$ cat src/rtl/cla_slice_sequencer.sv
// Sequences a WIDTH-bit add/subtract through one shared, registered 4-bit CLA slice.
// Nibbles are processed LSB first, and the carry is chained between slices.
module cla_slice_sequencer #(
  parameter int WIDTH = 16
) (
  input  logic             clk,
  input  logic             rst,
  input  logic             req_valid,
  output logic             req_ready,
  input  logic [WIDTH-1:0] op_a,
  input  logic [WIDTH-1:0] op_b,
  input  logic             op_sub,
  output logic             resp_valid,
  input  logic             resp_ready,
  output logic [WIDTH-1:0] resp_sum,
  output logic             resp_cout,
  output logic             resp_ovf,
  output logic [3:0]       add_a,
  output logic [3:0]       add_b,
  output logic             add_cin,
  input  logic [3:0]       add_s,
  input  logic             add_cout
);

  localparam int NSLICE = WIDTH / 4;
  localparam int IDXW   = (NSLICE > 1) ? $clog2(NSLICE) : 1;
  localparam logic [IDXW-1:0] LAST_IDX = IDXW'(NSLICE - 1);

  typedef enum logic [1:0] {IDLE, DRIVE, SAMPLE, DONE} state_t;

  state_t           state_q, state_d;
  logic [IDXW-1:0]  idx_q, idx_d;
  logic             carry_q, carry_d;
  logic [WIDTH-1:0] a_q, a_d;
  logic [WIDTH-1:0] b_q, b_d;
  logic [WIDTH-1:0] result_q, result_d;

  always_ff @(posedge clk or posedge rst) begin
    if (rst) begin
      state_q  <= IDLE;
      idx_q    <= '0;
      carry_q  <= 1'b0;
      a_q      <= '0;
      b_q      <= '0;
      result_q <= '0;
    end else begin
      state_q  <= state_d;
      idx_q    <= idx_d;
      carry_q  <= carry_d;
      a_q      <= a_d;
      b_q      <= b_d;
      result_q <= result_d;
    end
  end

  always_comb begin
    state_d    = state_q;
    idx_d      = idx_q;
    carry_d    = carry_q;
    a_d        = a_q;
    b_d        = b_q;
    result_d   = result_q;
    req_ready  = 1'b0;
    resp_valid = 1'b0;
    resp_sum   = '0;
    resp_cout  = 1'b0;
    resp_ovf   = 1'b0;
    add_a      = '0;
    add_b      = '0;
    add_cin    = 1'b0;
    unique case (state_q)
      IDLE: begin
        req_ready = 1'b1;
        if (req_valid) begin
          // Subtract is A + ~B + 1; the +1 enters as the slice-0 carry.
          a_d      = op_a;
          b_d      = op_sub ? ~op_b : op_b;
          carry_d  = op_sub;
          idx_d    = '0;
          result_d = '0;
          state_d  = DRIVE;
        end
      end
      DRIVE: begin
        add_a   = a_q[{idx_q, 2'b00} +: 4];
        add_b   = b_q[{idx_q, 2'b00} +: 4];
        add_cin = carry_q;
        state_d = SAMPLE;
      end
      SAMPLE: begin
        // The CLA registered this slice at the end of DRIVE, so add_s/add_cout are valid here.
        add_a   = a_q[{idx_q, 2'b00} +: 4];
        add_b   = b_q[{idx_q, 2'b00} +: 4];
        add_cin = carry_q;
        result_d[{idx_q, 2'b00} +: 4] = add_s;
        carry_d = add_cout;
        if (idx_q == LAST_IDX) begin
          state_d = DONE;
        end else begin
          idx_d   = idx_q + 1'b1;
          state_d = DRIVE;
        end
      end
      DONE: begin
        resp_valid = 1'b1;
        resp_sum   = result_q;
        resp_cout  = carry_q;
        resp_ovf   = (a_q[WIDTH-1] == b_q[WIDTH-1]) && (result_q[WIDTH-1] != a_q[WIDTH-1]);
        if (resp_ready) state_d = IDLE;
      end
      default: state_d = IDLE;
    endcase
  end

endmodule

$ cat config.mk
export PLATFORM = sky130hd
export DESIGN_NAME = cla_slice_sequencer
export DESIGN_NICKNAME = d
export VERILOG_FILES = /design/src/rtl/cla_slice_sequencer.sv
export SDC_FILE = /design/constraint.sdc
export NUM_CORES = 1
export LEC_CHECK = 0
export CAP_MARGIN = 40
export CORE_AREA = 2 2 101 83
export CTS_CLUSTER_DIAMETER = 50
export DETAILED_ROUTE_END_ITERATION = 6
export DIE_AREA = 0 0 103 85
export PLACE_DENSITY_LB_ADDON = 0.05
export SLEW_MARGIN = 30
export SYNTH_ARGS = -nofsm -noshare
export SYNTH_HDL_FRONTEND = slang
export SYNTH_SLANG_ARGS = --single-unit
$ cat constraint.sdc
create_clock -name clk -period 5.25 [get_ports clk]
set_input_delay 1.3125 -clock clk [delete_from_list [all_inputs] [get_ports clk]]
set_output_delay 1.3125 -clock clk [all_outputs]
set_load 0.01 [all_outputs]
==> impl_metrics.csv, run 1 <==
group,metric,value,unit
placed_design,buffer_ports.inserted,70,
pwr,post-layout-total-power,1.913,mW
clock_tree,numCtsBuffers,5,
logic_synthesis,synth.top_cells.by_area,"dfrtp_1 45%, mux2_1 6.1%, mux4_2 6.1%, and2_1 6.0%, xnor2_1 4.8%",
logic_synthesis,yosys_register_bits,53,
setup_path,timing.critical_path.slowest_cell_delay,0.53,ns
floorplan,row_count,29,
logic_synthesis,synth.net_count,313,
placed_design,globalplace.congestion,0.7840,
logic_synthesis,synth_cells,262,
sta,max_transition_viols_final,0,
logic_synthesis,dominantRegCellSynth,"dfrtp_1",
clock_tree,clock_latency_at_the_later_pin_of_the_worst_skew_pair,0.31,ns
drt,postRouteAntennaNets,0,
drt,wl_cell,13.92,um
grt,grtUsageTotal,0.1492,
pwr,pwr_density_cell,493.8,nW/um^2
clock_tree,holdBufCountCts,0,
grt,antenna_violations_before_repair,0,
final_layout,layout_commonest_cell,"clkdlybuf4s50_1",
logic_synthesis,ys_types,36,
clock_tree,post_cts_repair_timing_setup_buffer_count,0,
final_layout,final_core_utilization,0.4989,
sta,clock-skew-final,0.01328,ns
setup_path,worstPathRequired,3.94,ns
floorplan,floorplan.core_area,7765,um^2
final_layout,finish.instance_area,3874,um^2
logic_synthesis,syn_area_per_cell,11.23,um^2
grt,grt_overflow,0,
pwr,peakVddDrop,221.4,uV
logic_synthesis,synth.yosys.seq_area_share,0.4507,
sta,max_slew_margin,0.5421,
grt,grt_pass1_vias,1934,
drt,drt-vias-per-instance,4.626,
final_layout,areaGrowthSynthToFinish,31.63,%
floorplan,die_w,103,um
setup_path,startpoint_type,"flip-flop",
clock_tree,h-tree-depth,2,
sta,achievable-frequency,276.5,MHz
sta,final-setup-viol-count,0,
sta,layout_min_cycle_time,3.616,ns
sta,hold_violations,0,
floorplan,design.portCount,71,
final_layout,antenna_cells_inserted,0,
clock_tree,clkSinkCount,53,
pwr,static_leakage,1.579,nW
setup_path,critical_path.cell_chain,"buf_4 -> mux4_2 -> and2_1 -> clkdlybuf4s50_1",
logic_synthesis,number_of_synthesis_warnings,0,
placed_design,post-place-ws,1.954,ns
run,max_cap_violations,0,
drt,initialDrtViolationCount,66,
sta,fin_hold_ws,0.4889,ns
placed_design,numPlacedInstances,430,
placed_design,dpl_cell_area,3740,um^2
final_layout,most-common-layout-cells,"70 x clkdlybuf4s50_1, 53 x dfrtp_1, 29 x nand2_1",
final_layout,multi_input_area,1481,um^2
setup_path,cp_data_arrival_time,2.30,ns
min_path,min-delay-path-class,"flip-flop to flip-flop",
clock_tree,clk_pin_slew,0.10,ns
drt,routed_wl,6.095,mm
sta,final_min_period_over_clock_period,0.6889,
logic_synthesis,synth_largest_area_cell,"dfrtp_1",
grt,grt_first_pass_wirelength,10.12,mm
grt,largest_net_degree_at_the_start_of_global_routing,54,
drt,detail_route.drc_violations,0,
clock_tree,tritoncts,"yes",
final_layout,fraction_of_layout_cells_with_a_size_suffix_above_1,0.1121,
clock_tree,cts_root_buf,"clkbuf_8",
sta,totalNegativeSetupSlack,0,ns
logic_synthesis,synthesis.area,2943,um^2
final_layout,nets,380,
floorplan,floorplan.die_area,8755,um^2
setup_path,cpMaxStageDelayCell,"mux4_2",
drt,dr_total_vias,2026,
sta,setup_ws,1.634,ns
placed_design,hpwlAfterDp,4.434,mm
setup_path,cp_top_family,"buffers and inverters",
sta,tightestPinTransition,0.6868,ns
setup_path,crit_fanout,23,
drt,dr.pass1.iters,4,
clock_tree,cts.repair.resized,0,
final_layout,n_fill_cell,770,
final_layout,layout.cells.non_filler,438,
final_layout,area.sequential,1326,um^2
floorplan,die_height,85,um
sta,rsz_0062_raised_after_global_routing,"false",
status,run_status,"complete, no violations",
logic_synthesis,synth_largest_type_area_fraction,0.4507,
setup_path,critical_path.endpoint_type,"primary output",
clock_tree,ctsLongestPathBuffers,2,
setup_path,worst-path-buf-inv,2,
logic_synthesis,synth_enable_flop_cells,0,
setup_path,criticalPathCategory,"flip-flop to primary output",
setup_path,ff2ff_setup_slack,3.13,ns
floorplan,floorplan.initialDensity,0.3790,
logic_synthesis,postSynth.asyncResetShare,1.000,
-- worst reg2reg max path, delay by kind of cell (launching register included) --
| kind | cells | cell delay [ns] |
|---|---|---|
| fa+ha+maj | 1 | 0.40 |
| buf+inv | 1 | 0.19 |
| flops | 1 | 0.71 |
| mux | 1 | 0.20 |
| simple gates | 2 | 0.57 |
-- power by group --
part / switching, mW / internal [mW]
registers: 0.0997 / 0.557
clock network: 0.139 / 0.190
logic: 0.432 / 0.496
-- sequential cells by signal, summed over array words and instances (netlist names) --
signal / count
a_q: 16
b_q: 16
result_q: 16
idx_q: 2
state_q: 2
carry_q: 1
-- final timing paths --
check	from	to	cells past startpoint
min reg2reg	b_q[8]$_DFFE_PP0P_	b_q[8]$_DFFE_PP0P_	2
max in group asynchronous	rst	result_q[5]$_DFFE_PP0P_	3
max reg2reg	idx_q[1]$_DFFE_PP0P_	result_q[10]$_DFFE_PP0P_	5
min	b_q[8]$_DFFE_PP0P_	b_q[8]$_DFFE_PP0P_	2
max	idx_q[0]$_DFFE_PP0P_	add_b[2]	4
min in group asynchronous	rst	result_q[10]$_DFFE_PP0P_	3
-- synthesized netlist by cell type (2+ instances only) --
| cell type | count |
|---|---|
| inv_1 | 9 |
| o21ai_1 | 16 |
| mux2i_1 | 4 |
| ha_1 | 9 |
| o21a_4 | 2 |
| nor2_1 | 6 |
| dfrtp_1 | 53 |
| a21oi_1 | 4 |
| mux2_4 | 9 |
| nand3_1 | 9 |
| nor3_1 | 4 |
| clkbuf_1 | 3 |
| nand3b_1 | 2 |
| mux4_2 | 8 |
| and2_1 | 28 |
| o2bb2ai_1 | 4 |
| nand2_1 | 30 |
| buf_6 | 4 |
| a31oi_1 | 2 |
| nand2b_1 | 3 |
| o221ai_1 | 2 |
| xnor2_1 | 16 |
| buf_2 | 7 |
| mux2_1 | 16 |
-- area by class of cell --
type	count	share of cell area
Inverter	11	0.01195
Clock buffer	5	0.01776
Tap cell	108	0.03488
Timing Repair Buffer	74	0.1938
Sequential cell	53	0.3424
Clock inverter	3	0.01680
Multi-Input combinational cell	184	0.3824
-- cell families after synthesis --
logic type | Yosys count | share of synthesized area
adders and majority gates | 9 | 0.03827
AOI/OAI and AO/OA | 34 | 0.07696
xor gates and xnor gates | 16 | 0.04762
DFF | 53 | 0.4507
muxes | 37 | 0.1820
buffers and inverters | 25 | 0.04676
and+or+nand+nor | 88 | 0.1577
-- per-layer routing --
layer / share of wire / vias up / track usage / wire length [um]
li1: - / 1030 / - / -
met1: 0.54 / 945 / 0.2345 / 3265
met2: 0.41 / 46 / 0.2090 / 2529
met3: 0.042 / 5 / 0.03130 / 253
met4: 0.0077 / 0 / 0.03589 / 47
met5: 0 / - / 0 / 0
Power figures use the tool's default switching activity.
==> run 2: changes to the inputs <==
==> constraint.sdc (replaced) <==
create_clock -name clk -period 3.03 [get_ports clk]
set_input_delay 0.7575 -clock clk [delete_from_list [all_inputs] [get_ports clk]]
set_output_delay 0.7575 -clock clk [all_outputs]
set_load 0.01 [all_outputs]
==> run 2 against run 1 <==
Effect of this change: utilization fell by 0.47 points; sequential power rose by 72%; clock power rose by 26%; critical path type unchanged; combinational power rose by 77%; clock skew fell by 0.00089 ns; wire length fell by 0.43%; critical path depth did not move; worst hold slack improved by 0.0040 ns; setup slack got worse by 1.5 ns; count of clock-buffer cells in the layout did not move; final cell count rose by 0.68%; flip-flop and latch count did not move.
==> impl_metrics.csv, run 2 (synthesis results as in run 1) <==
group,metric,value,unit
floorplan,design.portCount,71,
floorplan,die_height,85,um
setup_path,crit_fanout,6,
min_path,min-delay-path-class,"flip-flop to flip-flop",
clock_tree,cts_root_buf,"clkbuf_8",
drt,drt-vias-per-instance,4.590,
setup_path,critical_path.endpoint_type,"primary output",
sta,tightestPinTransition,0.6763,ns
setup_path,cp_data_arrival_time,2.10,ns
sta,achievable-frequency,349.8,MHz
clock_tree,clkSinkCount,53,
clock_tree,cts.repair.resized,0,
final_layout,most-common-layout-cells,"70 x clkdlybuf4s50_1, 53 x dfrtp_1, 29 x nand2_1",
pwr,static_leakage,1.566,nW
final_layout,finish.instance_area,3837,um^2
drt,detail_route.drc_violations,0,
placed_design,buffer_ports.inserted,70,
floorplan,floorplan.initialDensity,0.3790,
drt,initialDrtViolationCount,70,
final_layout,areaGrowthSynthToFinish,30.40,%
clock_tree,tritoncts,"yes",
clock_tree,numCtsBuffers,5,
final_layout,multi_input_area,1481,um^2
status,run_status,"complete, no violations",
pwr,peakVddDrop,352.6,uV
clock_tree,clk_pin_slew,0.09,ns
clock_tree,h-tree-depth,2,
drt,routed_wl,6.069,mm
sta,rsz_0062_raised_after_global_routing,"false",
drt,dr.pass1.iters,4,
final_layout,nets,383,
final_layout,antenna_cells_inserted,0,
run,max_cap_violations,0,
sta,final_min_period_over_clock_period,0.9434,
placed_design,globalplace.congestion,0.8009,
final_layout,fraction_of_layout_cells_with_a_size_suffix_above_1,0.1201,
clock_tree,clock_latency_at_the_later_pin_of_the_worst_skew_pair,0.31,ns
sta,clock-skew-final,0.01238,ns
grt,antenna_violations_before_repair,0,
sta,max_transition_viols_final,0,
placed_design,post-place-ws,0.4728,ns
sta,totalNegativeSetupSlack,0,ns
final_layout,reg_top3,"a_q x16, b_q x16, result_q x16",
floorplan,floorplan.die_area,8755,um^2
placed_design,dpl_cell_area,3742,um^2
grt,grt_first_pass_wirelength,10.23,mm
setup_path,worstPathRequired,2.27,ns
sta,max_slew_margin,0.5491,
clock_tree,ctsLongestPathBuffers,2,
final_layout,final_core_utilization,0.4942,
floorplan,row_count,29,
grt,grt_overflow,0,
clock_tree,post_cts_repair_timing_setup_buffer_count,0,
sta,layout_min_cycle_time,2.858,ns
drt,postRouteAntennaNets,0,
floorplan,floorplan.core_area,7765,um^2
sta,setup_ws,0.1716,ns
sta,hold_violations,0,
drt,dr_total_vias,2024,
sta,final-setup-viol-count,0,
placed_design,hpwlAfterDp,4.447,mm
floorplan,die_w,103,um
grt,grt_pass1_vias,2070,
setup_path,criticalPathCategory,"flip-flop to primary output",
pwr,pwr_density_cell,828.3,nW/um^2
drt,wl_cell,13.76,um
grt,largest_net_degree_at_the_start_of_global_routing,54,
clock_tree,holdBufCountCts,0,
setup_path,ff2ff_setup_slack,0.99,ns
grt,grtUsageTotal,0.1509,
final_layout,layout_commonest_cell,"clkdlybuf4s50_1",
final_layout,n_fill_cell,774,
final_layout,area.sequential,1326,um^2
setup_path,startpoint_type,"flip-flop",
==> run 2: area by class of cell <==
class	instances	area share
multi-input cells	184	0.3860
well taps	108	0.03521
flip-flops and latches	53	0.3456
clock inverters	3	0.006847
repair buffers	77	0.1963
clock buffers	5	0.01793
inverters	11	0.01206
==> run 2: critical path, cell delays in order, from the launching register on <==
cell             delay (ns)
dfrtp_1                0.44
buf_4                  0.22
mux4_2                 0.50
and2_1                 0.17
clkdlybuf4s50_1        0.48
==> run 2: per-stage QoR <==
step                total power, mW  hold slack (ns)  std cells
finish                        3.179           0.4929        441
global route                  3.458           0.5089        441
CTS                           3.240           0.4955        441
detailed placement            2.806           0.4725        433
global placement              2.794           0.4688        433
floorplan                     2.271           0.4481        262
==> run 2: power by group <==
group,switching [mW],internal (mW),total [mW]
Combinational,0.771,0.869,1.64
Sequential,0.160,0.965,1.13
Clock,0.244,0.169,0.413
Total,1.18,2.00,3.18
==> run 2: final timing paths <==
check,end,start,cells past startpoint
min in group asynchronous,result_q[11]$_DFFE_PP0P_,rst,3
hold / removal,b_q[14]$_DFFE_PP0P_,b_q[14]$_DFFE_PP0P_,2
setup / recovery,add_a[3],idx_q[0]$_DFFE_PP0P_,4
max in group asynchronous,state_q[1]$_DFFE_PP0P_,rst,3
setup reg to reg,result_q[14]$_DFFE_PP0P_,idx_q[1]$_DFFE_PP0P_,5
hold reg to reg,b_q[14]$_DFFE_PP0P_,b_q[14]$_DFFE_PP0P_,2
==> run 2: metal layers <==
layer,vias up,GRT usage,wire length [um]
met5,-,0,0
met4,0,0.03589,59
met3,7,0.02883,241
met2,41,0.2143,2484
met1,935,0.2373,3285
li1,1041,-,-
==> variant, RTL diff (config.mk and constraints of run 2) <==
`WIDTH`: 16 -> 8.
--- a/src/rtl/cla_slice_sequencer.sv
+++ b/src/rtl/cla_slice_sequencer.sv
@@ -3,3 +3,3 @@
 module cla_slice_sequencer #(
-  parameter int WIDTH = 16
+  parameter int WIDTH = 8
 ) (
Interface: changed (resized op_a, op_b and resp_sum); port bits go from 71 to 47. No check against the original RTL was run, so the function may have changed too.
==> variant against run 2 <==
First-iteration DRC count fell by 41%; sequential share of layout area shrank 2.7 points; sequential cell count shrank 25; non-clock buffer count is 29 lower; synthesized area fell by 46%; design area down 43%; sequential power down 40%; largest power group unchanged; total power shrank 36%; count of clock-buffer cells in the layout fell by 1; worst setup slack improved by 0.018 ns; via count fell by 41%; wire length fell by 32%; critical endpoint is now add_b[1].
==> variant: results <==
set metrics [dict create \
    syn_nets 185 \
    grt_first_pass_wirelength_microns 6650 \
    grt_util_met2 0.156 \
    met1_usage 0.139 \
    port_buffers 46 \
    n_fill_cell 841 \
    cts_resized 0 \
    layout.nets 231 \
    fin_skew_ns 0.00498 \
    grtUsageMet3 0.0288 \
    drive_gt1_frac 0.0859 \
    path_max_fanout 9 \
    drt-pass1-iter-count 4 \
    cts_post_setup_buffers_inserted 0 \
    slowest_delay_ns 0.55 \
    clockBufferDepth 2 \
    place_congestion 0.704 \
    cp_slowest_cell "clkdlybuf4s50_1" \
    synth_top_cells_by_count "28 x dfrtp_1, 15 x nand2_1, 13 x o21ai_0" \
    track_usage 0.0995 \
    htreeDepth 1 \
    crit_arrival_ns 2.08 \
    antenna_found_initial 0 \
    diodes 0 \
    ys_seq_area_frac 0.444 \
    cts_root_buffer "clkbuf_8" \
    p_leak_nw 0.921 \
    reg_top3 "a_q (8), b_q (8), result_q (8)" \
    grt_pass1_vias 1262 \
    async_flop_share 1.00 \
    min_path_type "register to register" \
    cts_buffers 3 \
    peakVddDrop_uv 321 \
    vias 1196 \
    ys_warn_count 0 \
    grt_start_max_net_pins 29 \
    yosysUniqueCellTypes 30 \
    cts.reportedPaths.clkPinSlew_ns 0.10 \
    tightest_slew_ns 0.583 \
    status "finished, final reports clean" \
    insertion_delay_ns 0.28 \
    drt-initial-drc-count 41 \
    dp_hpwl_microns 3010 \
    wl_microns 4100 \
    synth_area_leaders "dfrtp_1 44%, mux2i_1 6.3%, ha_1 4.8%, nor2b_1 4.8%, xnor2_1 4.4%" \
]
-- variant: path summary, 6_finish.rpt --
kind	start	to	slack [ns]	depth (start not counted)
max in group asynchronous	rst	result_q[0]	1.90	3
setup / recovery	state_q[1]	add_b[1]	0.19	4
hold / removal	b_q[5]	b_q[5]	0.49	2
hold reg to reg	b_q[5]	b_q[5]	0.49	2
setup reg to reg	state_q[0]	result_q[2]	1.29	5
min in group asynchronous	rst	a_q[2]	0.85	3
-- variant: power by group --
part / switching, mW / total [mW] / internal [mW]
Combinational: 0.525 / 1.12 / 0.599
Sequential: 0.137 / 0.683 / 0.546
Clock: 0.121 / 0.237 / 0.116
-- variant: cell families (layout without fill, tap and decap cells) --
logic type / after synthesis / in the layout / share of synthesized area
AO/OA/AOI/OAI: 28 / 28 / 0.103
XOR/XNOR: 8 / 8 / 0.0444
adder cells (fa/ha/maj): 6 / 6 / 0.0476
buffers and inverters: 18 / 63 / 0.0555
flip-flops: 28 / 28 / 0.444
multiplexers: 19 / 19 / 0.139
AND/OR/NAND/NOR: 46 / 46 / 0.166
-- variant: worst max-delay path: cells and delay by family (launching register included) --
| kind | cells | cell delay [ns] |
|---|---|---|
| buf+inv | 2 | 0.66 |
| simple gates | 1 | 0.20 |
| fa+ha+maj | 1 | 0.50 |
| flops | 1 | 0.44 |
-- variant: metrics by stage --
step	cell area [sq um]	utilization	cells	setup WS, ns
2_1_floorplan	1580	-	153	1.22
3_3_place_gp	2140	0.276	302	0.543
3_5_place_dp	2140	0.276	302	0.471
4_1_cts	2200	0.283	306	0.134
5_1_grt	2200	0.283	306	0.0120
6_report	2200	0.283	306	0.190
-- variant: layer usage --
metal,share of wire,up-vias
li1,-,601
met1,0.48,565
met2,0.47,28
met3,0.047,2
met4,0.0061,0
met5,0,-
-- variant: layout make-up --
type | instances | area share
clock buffer | 4 | 0.0251
inverter | 11 | 0.0188
multi-input combinational | 107 | 0.359
sequential | 28 | 0.319
tap | 108 | 0.0615
timing repair buffer | 48 | 0.217
